==> config.mk <==
export PLATFORM = sky130hd
export DESIGN_NAME = alu_dispatch
export DESIGN_NICKNAME = d
export VERILOG_FILES = /design/src/rtl/alu_dispatch.sv
export SDC_FILE = /design/constraint.sdc
export NUM_CORES = 1
export LEC_CHECK = 0
export ABC_AREA = 1
export ABC_CLOCK_PERIOD_IN_PS = 7300
export BUFFER_PORTS_ARGS = -buffer_cell sky130_fd_sc_hd__buf_2
export CAP_MARGIN = 20
export CELL_PAD_IN_SITES_DETAIL_PLACEMENT = 1
export CELL_PAD_IN_SITES_GLOBAL_PLACEMENT = 2
export CORE_UTILIZATION = 34
export CTS_CLUSTER_SIZE = 8
export DETAILED_ROUTE_END_ITERATION = 7
export PLACE_DENSITY = 0.88
export SYNTH_ARGS = -nofsm -noshare
export SYNTH_HDL_FRONTEND = slang
export SYNTH_SLANG_ARGS = --single-unit
==> constraint.sdc <==
create_clock -name clk_i -period 7.3 [get_ports clk_i]
set_clock_uncertainty 0.05 [all_clocks]
set_input_delay 1.46 -clock clk_i [delete_from_list [all_inputs] [get_ports clk_i]]
set_output_delay 1.46 -clock clk_i [all_outputs]
set_load 0.01 [all_outputs]
==> src/rtl/alu_dispatch.sv <==
// alu_dispatch: queues ALU requests in a small FIFO, issues the head to an
// external combinational ALU and registers the ALU response into a result
// slot. The slot uses a valid/ready handshake.
//
// Optional build macro: ALU_DISPATCH_BYPASS_EN
//   When it is defined, a request that arrives while the FIFO is empty and the
//   result slot is free goes straight to the ALU in the same cycle. This gives
//   a latency of one cycle instead of two.
//
// Ports:
//   clk_i, rst_i            clock (rising edge), async active-high reset
//   flush_i                 synchronous discard of queued and held work
//   req_valid_i/req_ready_o request handshake
//   req_op_i/a_i/b_i/id_i   request payload
//   alu_operator_o/operand_a_o/operand_b_o   drive the combinational ALU
//   alu_result_i/alu_branch_res_i            ALU response, same cycle
//   res_valid_o/res_ready_i result handshake
//   res_data_o/branch_o/id_o result payload
//   count_o                 FIFO occupancy
module alu_dispatch #(
    parameter int unsigned XLEN  = 64,
    parameter int unsigned DEPTH = 4,
    parameter int unsigned OP_W  = 8,
    parameter int unsigned ID_W  = 3
) (
    input  logic                     clk_i,
    input  logic                     rst_i,
    input  logic                     flush_i,
    input  logic                     req_valid_i,
    output logic                     req_ready_o,
    input  logic [OP_W-1:0]          req_op_i,
    input  logic [XLEN-1:0]          req_a_i,
    input  logic [XLEN-1:0]          req_b_i,
    input  logic [ID_W-1:0]          req_id_i,
    output logic [OP_W-1:0]          alu_operator_o,
    output logic [XLEN-1:0]          alu_operand_a_o,
    output logic [XLEN-1:0]          alu_operand_b_o,
    input  logic [XLEN-1:0]          alu_result_i,
    input  logic                     alu_branch_res_i,
    output logic                     res_valid_o,
    input  logic                     res_ready_i,
    output logic [XLEN-1:0]          res_data_o,
    output logic                     res_branch_o,
    output logic [ID_W-1:0]          res_id_o,
    output logic [$clog2(DEPTH):0]   count_o
);

    localparam int unsigned AW = $clog2(DEPTH);
    localparam int unsigned CW = AW + 1;

    // FIFO storage; the payload needs no reset because count qualifies it
    logic [OP_W-1:0] op_mem [DEPTH];
    logic [XLEN-1:0] a_mem  [DEPTH];
    logic [XLEN-1:0] b_mem  [DEPTH];
    logic [ID_W-1:0] id_mem [DEPTH];

    logic [AW-1:0] wr_ptr_q;
    logic [AW-1:0] rd_ptr_q;
    logic [CW-1:0] count_q;
    logic          ready_en_q;

    logic has_head_c;
    logic slot_free_c;
    logic req_ready_c;
    logic push_c;
    logic push_fifo_c;
    logic pop_c;
    logic bypass_c;
    logic load_c;
    logic [ID_W-1:0] issue_id_c;

    assign has_head_c  = (count_q != CW'(0));
    assign slot_free_c = !res_valid_o || res_ready_i;
    // ready_en_q keeps the port low through reset and releases it on the first edge after reset
    assign req_ready_c = ready_en_q && (count_q < CW'(DEPTH)) && !flush_i;
    assign req_ready_o = req_ready_c;
    assign push_c      = req_valid_i && req_ready_c;
    assign pop_c       = has_head_c && slot_free_c && !flush_i;

`ifdef ALU_DISPATCH_BYPASS_EN
    // flush_i is already excluded because push_c requires req_ready_c
    assign bypass_c = push_c && !has_head_c && slot_free_c;
`else
    assign bypass_c = 1'b0;
`endif

    assign push_fifo_c = push_c && !bypass_c;
    assign load_c      = pop_c || bypass_c;
    assign count_o     = count_q;

    // ALU drive: FIFO head when occupied, bypassed request otherwise, else zero
    always_comb begin
        alu_operator_o  = '0;
        alu_operand_a_o = '0;
        alu_operand_b_o = '0;
        issue_id_c      = '0;
        if (has_head_c) begin
            alu_operator_o  = op_mem[rd_ptr_q];
            alu_operand_a_o = a_mem[rd_ptr_q];
            alu_operand_b_o = b_mem[rd_ptr_q];
            issue_id_c      = id_mem[rd_ptr_q];
        end else if (bypass_c) begin
            alu_operator_o  = req_op_i;
            alu_operand_a_o = req_a_i;
            alu_operand_b_o = req_b_i;
            issue_id_c      = req_id_i;
        end
    end

    // FIFO payload write
    always_ff @(posedge clk_i) begin
        if (push_fifo_c && !flush_i) begin
            op_mem[wr_ptr_q] <= req_op_i;
            a_mem[wr_ptr_q]  <= req_a_i;
            b_mem[wr_ptr_q]  <= req_b_i;
            id_mem[wr_ptr_q] <= req_id_i;
        end
    end

    // Pointers and occupancy; flush overrides push and pop
    always_ff @(posedge clk_i or posedge rst_i) begin
        if (rst_i) begin
            wr_ptr_q   <= '0;
            rd_ptr_q   <= '0;
            count_q    <= '0;
            ready_en_q <= 1'b0;
        end else begin
            ready_en_q <= 1'b1;
            if (flush_i) begin
                wr_ptr_q <= '0;
                rd_ptr_q <= '0;
                count_q  <= '0;
            end else begin
                if (push_fifo_c) begin
                    wr_ptr_q <= wr_ptr_q + AW'(1);
                end
                if (pop_c) begin
                    rd_ptr_q <= rd_ptr_q + AW'(1);
                end
                if (push_fifo_c && !pop_c) begin
                    count_q <= count_q + CW'(1);
                end else if (!push_fifo_c && pop_c) begin
                    count_q <= count_q - CW'(1);
                end
            end
        end
    end

    // Result slot: load on issue, drain on ready, hold while stalled
    always_ff @(posedge clk_i or posedge rst_i) begin
        if (rst_i) begin
            res_valid_o  <= 1'b0;
            res_data_o   <= '0;
            res_branch_o <= 1'b0;
            res_id_o     <= '0;
        end else if (flush_i) begin
            res_valid_o <= 1'b0;
        end else if (load_c) begin
            res_valid_o  <= 1'b1;
            res_data_o   <= alu_result_i;
            res_branch_o <= alu_branch_res_i;
            res_id_o     <= issue_id_c;
        end else if (res_ready_i) begin
            res_valid_o <= 1'b0;
        end
    end

endmodule

# Word level (Yosys, flattened, before mapping)
# Memories as Yosys holds them, arrays and structs flattened. A register that Yosys moved wholly into a read port is not among the register bits.
# Index checks and enable logic that the tools add are counted.
[word_totals] reg_bits=74 out_inout_bits=209 ramBits=556 n_memories=4
[classes] n_addsub=4 n_bitwise=1 n_reduce_logical=19 mux=15 magnitude_cmp=1
[memory_table] memory="a_mem" words=4 word_bits=64 rd=1 rd_clocked_by_memory_dff=0 wr=1 line="53" text="logic [XLEN-1:0] a_mem [DEPTH];"
[memory_table] memory="b_mem" words=4 word_bits=64 rd=1 rd_clocked_by_memory_dff=0 wr=1 line="54" text="logic [XLEN-1:0] b_mem [DEPTH];"
[memory_table] memory="op_mem" words=4 word_bits=8 rd=1 rd_clocked_by_memory_dff=0 wr=1 line="52" text="logic [OP_W-1:0] op_mem [DEPTH];"
[memory_table] memory="id_mem" words=4 word_bits=3 rd=1 rd_clocked_by_memory_dff=1 wr=1 line="55" text="logic [ID_W-1:0] id_mem [DEPTH];"
[ops] operator="$mux W64" n=2
[ops] operator="$mux W3" n=3
[ops] operator="$reduce_bool A3 Y1" n=3
[ops] operator="$logic_and A1 B1 Y1" n=8
[ops] operator="$mux W2" n=4
[ops] operator="$mux W8" n=1
[ops] operator="$mux W1" n=5
[ops] operator="$add A2 B1 Y2 const B" n=2
[ops] operator="$logic_not A1 Y1" n=4
[ops] operator="$reduce_bool A2 Y1" n=2
[ops] operator="$add A3 B1 Y3 const B" n=1
[ops] operator="$lt A3 B3 Y1 const B" n=1
[ops] operator="$sub A3 B1 Y3 const B" n=1
[ops] operator="$reduce_and A2 Y1" n=1
[ops] operator="$logic_or A1 B1 Y1" n=1
[ops] operator="$not A1 Y1" n=1

# Logic depth before layout (Yosys ltp)
# Gate-level depths: netlist (run 1).
[depth] word_depth=9 depth_mapped=11 depth_no_buf=11

# Least setup slack after synthesis (run 1)
# Ideal clock, no wire load.
[synth_timing] kind="input -> register" start="input port flush_i" end="memory a_mem[0][0], enable pin" arrival_ps=7729 setup_ps=639 t_required_ps=6611 slack_ps=-1118 path_buffers=0 path_stages=5 cell_sequence="inv_1 nand3_1 nor2_2 inv_1 nor2_1"
[synth_via] elab_chain_cells=6
[synth_rtl] item="start, declared" line="28" text="input logic flush_i,"
[synth_rtl] item="$logic_not A1 Y1 *" line="75, 112"
[synth_rtl] item="$logic_and A1 B1 Y1" line="75" text="assign req_ready_c = ready_en_q && (count_q < CW'(DEPTH)) && !flush_i;"
[synth_rtl] item="$logic_and A1 B1 Y1" line="77" text="assign push_c = req_valid_i && req_ready_c;"
[synth_rtl] item="$logic_and A1 B1 Y1 *" line="112" text="if (push_fifo_c && !flush_i) begin"
[synth_rtl] item="$mux W1 *" line="112"
[synth_rtl] item="$mux W1 (implied by the code) *" line="114" text="a_mem[wr_ptr_q] <= req_a_i;"
[synth_rtl] item="end, declared" line="53"
# Mark *: on every way between the ends. The rest lies on a longest branch, timed or not.

# Worst setup path in the final report (run 1)
[layout_timing] start="register rd_ptr_q[0]" end="output port alu_operand_b_o[55]"
[layout_via] elab_chain_cells=2
[layout_rtl] item="start, declared" line="58" text="logic [AW-1:0] rd_ptr_q;"
[layout_rtl] item="start signal, assigned" line="138" text="rd_ptr_q <= rd_ptr_q + AW'(1);"
[layout_rtl] item="$mem_v2 Z4 W64"
[layout_rtl] item="$mux W64" line="97" text="if (has_head_c) begin"
[layout_rtl] item="end, declared" line="37" text="output logic [XLEN-1:0] alu_operand_b_o,"
# Every way passes these cells.

==> results of run 1 <==
## worst min-delay path by stage
stage	slack [ns]	endpoint	start	cells after the start
after global routing	0.44	res_data_o[1]$_DFFE_PP0P_	res_data_o[1]$_DFFE_PP0P_	2
after CTS	0.42	res_id_o[0]$_DFFE_PP0P_	res_id_o[0]$_DFFE_PP0P_	2
after detailed placement	0.41	res_id_o[0]$_DFFE_PP0P_	res_id_o[0]$_DFFE_PP0P_	2
after global placement	0.41	res_data_o[27]$_DFFE_PP0P_	res_data_o[27]$_DFFE_PP0P_	2
final	0.42	res_id_o[0]$_DFFE_PP0P_	res_id_o[0]$_DFFE_PP0P_	2
after floorplan	0.46	wr_ptr_q[0]$_DFFE_PP0P_	wr_ptr_q[0]$_DFFE_PP0P_	1
## power by group through the flow
| stage | clock (uW) | sequential, uW | combinational, uW |
|---|---|---|---|
| 2_1_floorplan | 0 | 4490 | 2200 |
| 3_3_place_gp | 0 | 4460 | 3610 |
| 3_5_place_dp | 0 | 4470 | 3720 |
| 4_1_cts | 3860 | 4410 | 3750 |
| 5_1_grt | 3990 | 4440 | 4110 |
| 6_report | 3750 | 4400 | 3690 |
## per-layer routing
metal	part of all wire (%)	global-route usage, %	up-vias
met1	39	20.2	8316
met5	0.17	0	-
met2	52	32.7	429
met4	2.9	7.37	18
met3	6.1	5.02	130
li1	-	-	7726
## registers in the layout, summed over array words and instances (netlist names)
name	count
res_data_o	64
op_mem	32
wr_ptr_q	2
res_valid_o	1
count_o	3
res_id_o	3
rd_ptr_q	2
ready_en_q	1
a_mem	256
id_mem	12
res_branch_o	1
b_mem	256
## per-stage QoR
stage	worst slack [ns]	instance area (sq um)	hold WS, ns
2_1_floorplan	-1.12	24500	0.463
4_1_cts	2.13	29900	0.424
3_5_place_dp	2.85	27400	0.411
5_1_grt	2.25	30000	0.443
6_report	2.52	30000	0.420
3_3_place_gp	2.93	27400	0.406
## cell type report
| class | count | area [sq um] | share of cell area, % |
|---|---|---|---|
| Sequential cell | 633 | 18600 | 62.1 |
| Clock buffer | 119 | 2390 | 7.97 |
| Multi-Input combinational cell | 1217 | 5210 | 17.4 |
| Clock inverter | 6 | 114 | 0.379 |
| Timing Repair Buffer | 435 | 2350 | 7.83 |
| Antenna cell | 11 | 27.5 | 0.0917 |
| Inverter | 23 | 96.3 | 0.321 |
| Tap cell | 950 | 1190 | 3.96 |
## critical path, delay by kind of cell (launching register included)
kind,cells,cell delay (ns)
flops,1,0.94
simple gates,2,0.26
compound gates,2,0.35
buf+inv,2,1.02
## layout by cell type, fill, tap and decap left out, drive strengths merged
cell,n
a22o,1
edfxtp,556
conb,1
nand2,221
a21oi,139
a31oi,1
nand3,5
fa,1
clkinv,6
inv,23
diode,11
ha,4
clkbuf,119
nor2,558
o22ai,3
buf,435
dfrtp,77
o21ai,283
## logic make-up (layout without fill, tap and decap cells)
| family | after synthesis | after routing |
|---|---|---|
| AND/OR/NAND/NOR | 784 | 784 |
| other | 1 | 12 |
| AO/OA/AOI/OAI | 427 | 427 |
| flip-flops | 633 | 633 |
| buffers and inverters | 143 | 583 |
| adder cells (fa/ha/maj) | 5 | 5 |
==> summary.md, run 1 <==
| Metric | Value |
|---|---|
| Critical Path Sink | alu_operand_b_o[55] |
| Hold crit path type | reg2reg |
| Crit-path max FO | 84 |
| Detailed Route WL | 67200 um |
| Sequential Power Share | 37.2% |
| Cell area after synthesis | 24500 sq um |
| Core area | 71500 sq um |
| DP Cell Count | 3256 |
| CTS Buf Count | 89 |
| CP Class | reg2out |
| Worst path required time | 5.79 ns |
| Net Sw Power | 4160 uW |
| CTS tree | done |
| Switch share | 35.2% |
| Crit path DAT | 3.27 ns |
| Fillers | 7670 |
| Port buffer count | 417 |
| Crit path launch | rd_ptr_q[0]$_DFFE_PP0P_ |
| Actual slew at the worst max-slew pin | 1.03 ns |
| Simple-gate share of the synthesized area | 12.1% |
| NumNets Final | 2613 |
| Post-Synth Adder-Cell Area | 0.285% |
| FP Rows | 98 |
| Die extent in y | 271 um |
| F_max | 209 MHz |
| Int Pwr | 7680 uW |
| Die area | 73300 sq um |
| First-pass DRT Iterations | 4 |
| Post-synth EDFFs | 556 |
| Critical path's largest stage delay | 0.94 ns |
| Syn Nets | 2207 |
| RSZ-0062 raised after global routing | no |
| First-pass GRT wire length | 103000 um |
| Clk slew on worst S/H paths | 0.05 ns |
| Post-synth top area share | 68.0% |
| Global route overflow | 0 |
| Ys Warns | 0 |
| Pwr per Cell Area | 395 nW/um^2 |
| Reg2reg start | count_o[2]$_DFFE_PP0P_ |
| Crit path capture type | output pin |
| Cell taking the most area after synthesis | edfxtp_1 |
| Share of cells above drive strength 1 | 22.5% |
| Largest family of logic cells by synthesized area | simple AND/OR/NAND/NOR gates |
| Vias in the first global route | 18100 |
| R2r setup slk | 4.74 ns |
| Period utilization | 65.5% |
| Post-DP HPWL | 38700 um |
| Avg Cell Area, Syn | 12.3 sq um |
| Rel. slew slack | 31.1% |
| Max Transition Viols Final | 0 |
| Critical Path, Cell by Cell | buf_4 > nor2_1 > nor2_1 > o21ai_0 > a21oi_1 > buf_2 |
| Hold-fix buffer count after cts | 0 |
| Mapped Cells | 1993 |
| Post-synth cell types | 26 |
| Combinational power share | 31.2% |
| Initial core utilization | 34.3% |
| Seq/Total Area, Yosys | 75.9% |
| # Post-CTS Setup Buffers | 0 |
| Via count | 16600 |
| Synth cell count leaders | nor2_1 (557), edfxtp_1 (556), nand2_1 (220) |
| GRT Util Overall | 18.2% |
| Xor and xnor fraction of the mapped netlist area | 0% |
| Setup TNS | 0 ns |
| Vias per cell | 4.90 |
| Tmin final | 4.78 ns |
| Critical R2R Capture | a_mem[3][23]$_DFFE_PP_ |
| Clock Path Buffers | 3 |
| Leakage power | 0.0114 uW |
| Die width | 271 um |
| #FFs+latches synth | 633 |
| Largest net degree at the start of global routing | 158 |
| Asr flop ratio synth | 12.2% |
| Final Util | 42.0% |
| Drt drc | 0 |
| Initial antenna violation count | 20 |
| Gpl congestion | 0.829 |
| I/O pins | 418 |
| Initial DRC Count | 809 |
| Post-route insts no fill | 3394 |
| # setup viols final | 0 |
| Synth-to-Final Area Change | 22.2% |
| Reg2reg path depth | 6 |
| H-Tree Depth | 3 |
| Sink Count | 633 |
| Slowest CP cell | dfrtp_4 |
| Clk_lat worst skew | 0.62 ns |
| VDD IR max | 0.259 mV |
| Final hold violation count | 0 |
| Drt wl/cell | 19.8 um |
| Prevailing post-synth register cell | edfxtp_1 |
| Count leader, synth | nor2_1 |
| Max Cap Viol | 0 |
| Critical Path Most Common Cell | nor2_1 |
| Area contributors post-synth | edfxtp_1 (68%), nor2_1 (8.5%), dfrtp_1 (7.8%) |
| Power share of the clock group | 31.6% |
| CP startpoint kind | flip-flop |
| Post-CTS sizing | 0 |
| Synth Area in Compound Gates | 8.74% |
| Overall power | 11800 uW |
| Mux contribution to synthesized area | 0% |
| Status | finished clean |
| Post-route ant nets | 0 |
| Root Buffer | clkbuf_16 |
Note: power is estimated with default switching activity, not from simulation.
==> inputs of run 2 (changes only) <==
Settings changed: ABC_CLOCK_PERIOD_IN_PS 7300 to 5000, CORE_UTILIZATION 34 to 37, PLACE_DENSITY 0.88 to 0.91.
Clock period 7.3 ns to 5 ns, I/O delays scaled along.
==> run 2 against run 1 <==
  * First-iteration DRC count is 18% higher
  * Non-clock buffer count grew 8
  * Clock-buffer cell count down 13
  * Cell count shrank 2.8%
  * Largest cell class unchanged
  * Largest power group unchanged
==> summary.md, run 2 (synthesis results as in run 1) <==
| Metric | Value |
|---|---|
| Status | finished clean |
| Most frequent cells in the layout | edfxtp_1 (556), nor2_1 (553), buf_2 (417), nand2_1 (220), o21ai_0 (215) |
| Actual slew at the worst max-slew pin | 0.922 ns (-0.111 ns) |
| Post-DP HPWL | 41100 um (+6.4%) |
| Clk slew on worst S/H paths | 0.05 ns (about the same) |
| Reg2reg path depth | 6 (unchanged) |
| Vias per cell | 5.09 (+4.0%) |
| Post-route ant nets | 0 (unchanged) |
| RSZ-0062 raised after global routing | no |
| Largest net degree at the start of global routing | 142 (-10%) |
| Drt wl/cell | 20.7 um (+4.2%) |
| CP startpoint kind | flip-flop |
| Power share of the clock group | 31.2% (-0.4 points) |
| # Post-CTS Setup Buffers | 0 (unchanged) |
| Placed cell area | 27500 sq um (+0.15%) |
| Busiest grt layer | met2 |
| Period utilization | 82.7% |
| Int Pwr | 11100 uW (+45%) |
| Hold crit path type | in2async |
| NumNets Final | 2621 (+0.31%) |
| Clk_lat worst skew | 0.62 ns (about the same) |
| R2r setup slk | 2.49 ns (-2.25 ns) |
| Setup WS post-layout | 0.865 ns (-1.65 ns) |
| Largest regs | a_mem: 256 flops, b_mem: 256 flops, res_data_o: 64 flops |
| Met3 usage | 5.27% (+0.25 points) |
| Crit path capture type | output pin |
| Fin area | 30000 sq um (about the same) |
| Max Transition Viols Final | 0 (unchanged) |
| Pwr per Cell Area | 578 nW/um^2 (+46%) |
| Via count | 16800 (+1.1%) |
| Sequential Power Share | 36.8% (-0.4 points) |
| Worst path required time | 3.95 ns (-1.84 ns) |
| Rel. slew slack | 38.5% (+7.4 points) |
| Clock Path Buffers | 3 (unchanged) |
| Reg2reg start | count_o[2]$_DFFE_PP0P_ |
| I/O pins | 418 (unchanged) |
| H-Tree Depth | 3 (unchanged) |
| Met2 usage | 35.3% (+2.6 points) |
| Gpl congestion | 0.797 (-3.8%) |
| Initial core utilization | 37.3% (+3.0 points) |
| Hold-fix buffer count after cts | 0 (unchanged) |
| Drt drc | 0 (unchanged) |
| Die width | 260 um (-4.1%) |
| Initial antenna violation count | 15 (-25%) |
| CTS Buf Count | 89 (unchanged) |
| GRT Util Overall | 19.8% (+1.6 points) |
| Sink Count | 633 (unchanged) |
| CTS tree | done |
| Crit path DAT | 3.08 ns (-0.19 ns) |
| Routing usage on met1 | 22.6% (+2.4 points) |
| CP Class | reg2out |
| Synth-to-Final Area Change | 22.2% (about the same) |
| Net Sw Power | 6180 uW (+48%) |
| First-pass DRT Iterations | 5 (+1) |
| Critical R2R Capture | a_mem[1][43]$_DFFE_PP_ |
| Post-CTS sizing | 0 (unchanged) |
| Most common cell after layout, fill and taps aside | edfxtp_1 |
| Share of cells above drive strength 1 | 22.8% (+0.32 points) |
| Combinational power share | 32.0% (+0.8 points) |
| Detailed Route WL | 68100 um (+1.3%) |
| Place WS | 1.50 ns (-1.35 ns) |
| Crit-path max FO | 101 (+20%) |
| Switch share | 35.7% (+0.52 points) |
| Leakage power | 0.0115 uW (+0.37%) |
| FP Rows | 94 (-4.1%) |
| Vias in the first global route | 18200 (+0.64%) |
| Tmin final | 4.13 ns |
| Die extent in y | 260 um (-4.1%) |
| # setup viols final | 0 (unchanged) |
| Global route overflow | 0 (unchanged) |
| Hold Slack | 0.401 ns (-0.0188 ns) |
| Final hold violation count | 0 (unchanged) |
| F_max | 242 MHz |
| Die area | 67400 sq um (-8.1%) |
| Initial DRC Count | 956 (+18%) |
| Max Cap Viol | 0 (unchanged) |
| Root Buffer | clkbuf_16 |
| First-pass GRT wire length | 103000 um (-0.75%) |
| Final Util | 45.6% (+3.6 points) |
| Port buffer count | 417 (unchanged) |
| Core area | 65700 sq um (-8.0%) |
| VDD IR max | 0.318 mV (+23%) |
-- run 2: changes by cell type in the layout (fill, tap and decap cells not counted) --
| cell | before | now |
|---|---|---|
| clkbuf_8 | 1 | 0 |
| buf_12 | 7 | 15 |
| buf_4 | 9 | 11 |
| clkinv_16 | 2 | 6 |
| diode_2 | 11 | 4 |
| clkbuf_16 | 91 | 89 |
| buf_16 | 2 | 0 |
| clkbuf_1 | 27 | 17 |
| clkinv_8 | 3 | 1 |
-- run 2: cell type report --
class | instances | area (sq um)
fillers | 7004 | 35800
diodes | 4 | 10.0
flip-flops and latches | 633 | 18600
repair buffers | 443 | 2470
clock buffers | 106 | 2290
clock inverters | 8 | 201
inverters | 23 | 96.3
well taps | 864 | 1080
multi-input cells | 1217 | 5210
-- run 2: stage by stage --
step                total power (uW)  cells  TNS, ns
finish                         17300   3298        0
global route                   18200   3297        0
CTS                            17600   3293        0
detailed placement             12100   3179        0
global placement               11900   3179        0
floorplan                       9770   1993  -352.28
-- run 2: routing by layer --
layer | vias up | wire length, um
li1 | 7721 | -
met2 | 492 | 35200
met3 | 160 | 4250
met5 | - | 136
met4 | 20 | 2070
met1 | 8408 | 26500
-- run 2: worst max-delay path, cell delays in order (launching register included) --
cell	delay, ns
dfrtp_4	0.68
inv_6	0.56
buf_12	0.36
o21ai_0	0.20
a21oi_1	0.22
buf_2	0.19
-- run 2: worst max-delay path by stage --
stage,from,end,slack [ns],cells past startpoint
after floorplan,flush_i,a_mem[0][0]$_DFFE_PP_,-0.63,5
after global placement,rd_ptr_q[0]$_DFFE_PP0P_,alu_operand_a_o[57],1.52,5
after detailed placement,rd_ptr_q[0]$_DFFE_PP0P_,alu_operand_a_o[40],1.50,5
after CTS,rd_ptr_q[0]$_DFFE_PP0P_,alu_operand_a_o[40],0.81,5
after global routing,rd_ptr_q[0]$_DFFE_PP0P_,alu_operand_a_o[40],0.68,5
final,rd_ptr_q[0]$_DFFE_PP0P_,alu_operand_a_o[40],0.87,5
-- run 2: power by group through the flow --
stage                     logic, uW  clock network (uW)  registers (uW)
after floorplan                3220                   0            6550
after global placement         5400                   0            6460
after detailed placement       5580                   0            6480
after CTS                      5640                5540            6390
after global routing           6110                5710            6430
final                          5550                5400            6380
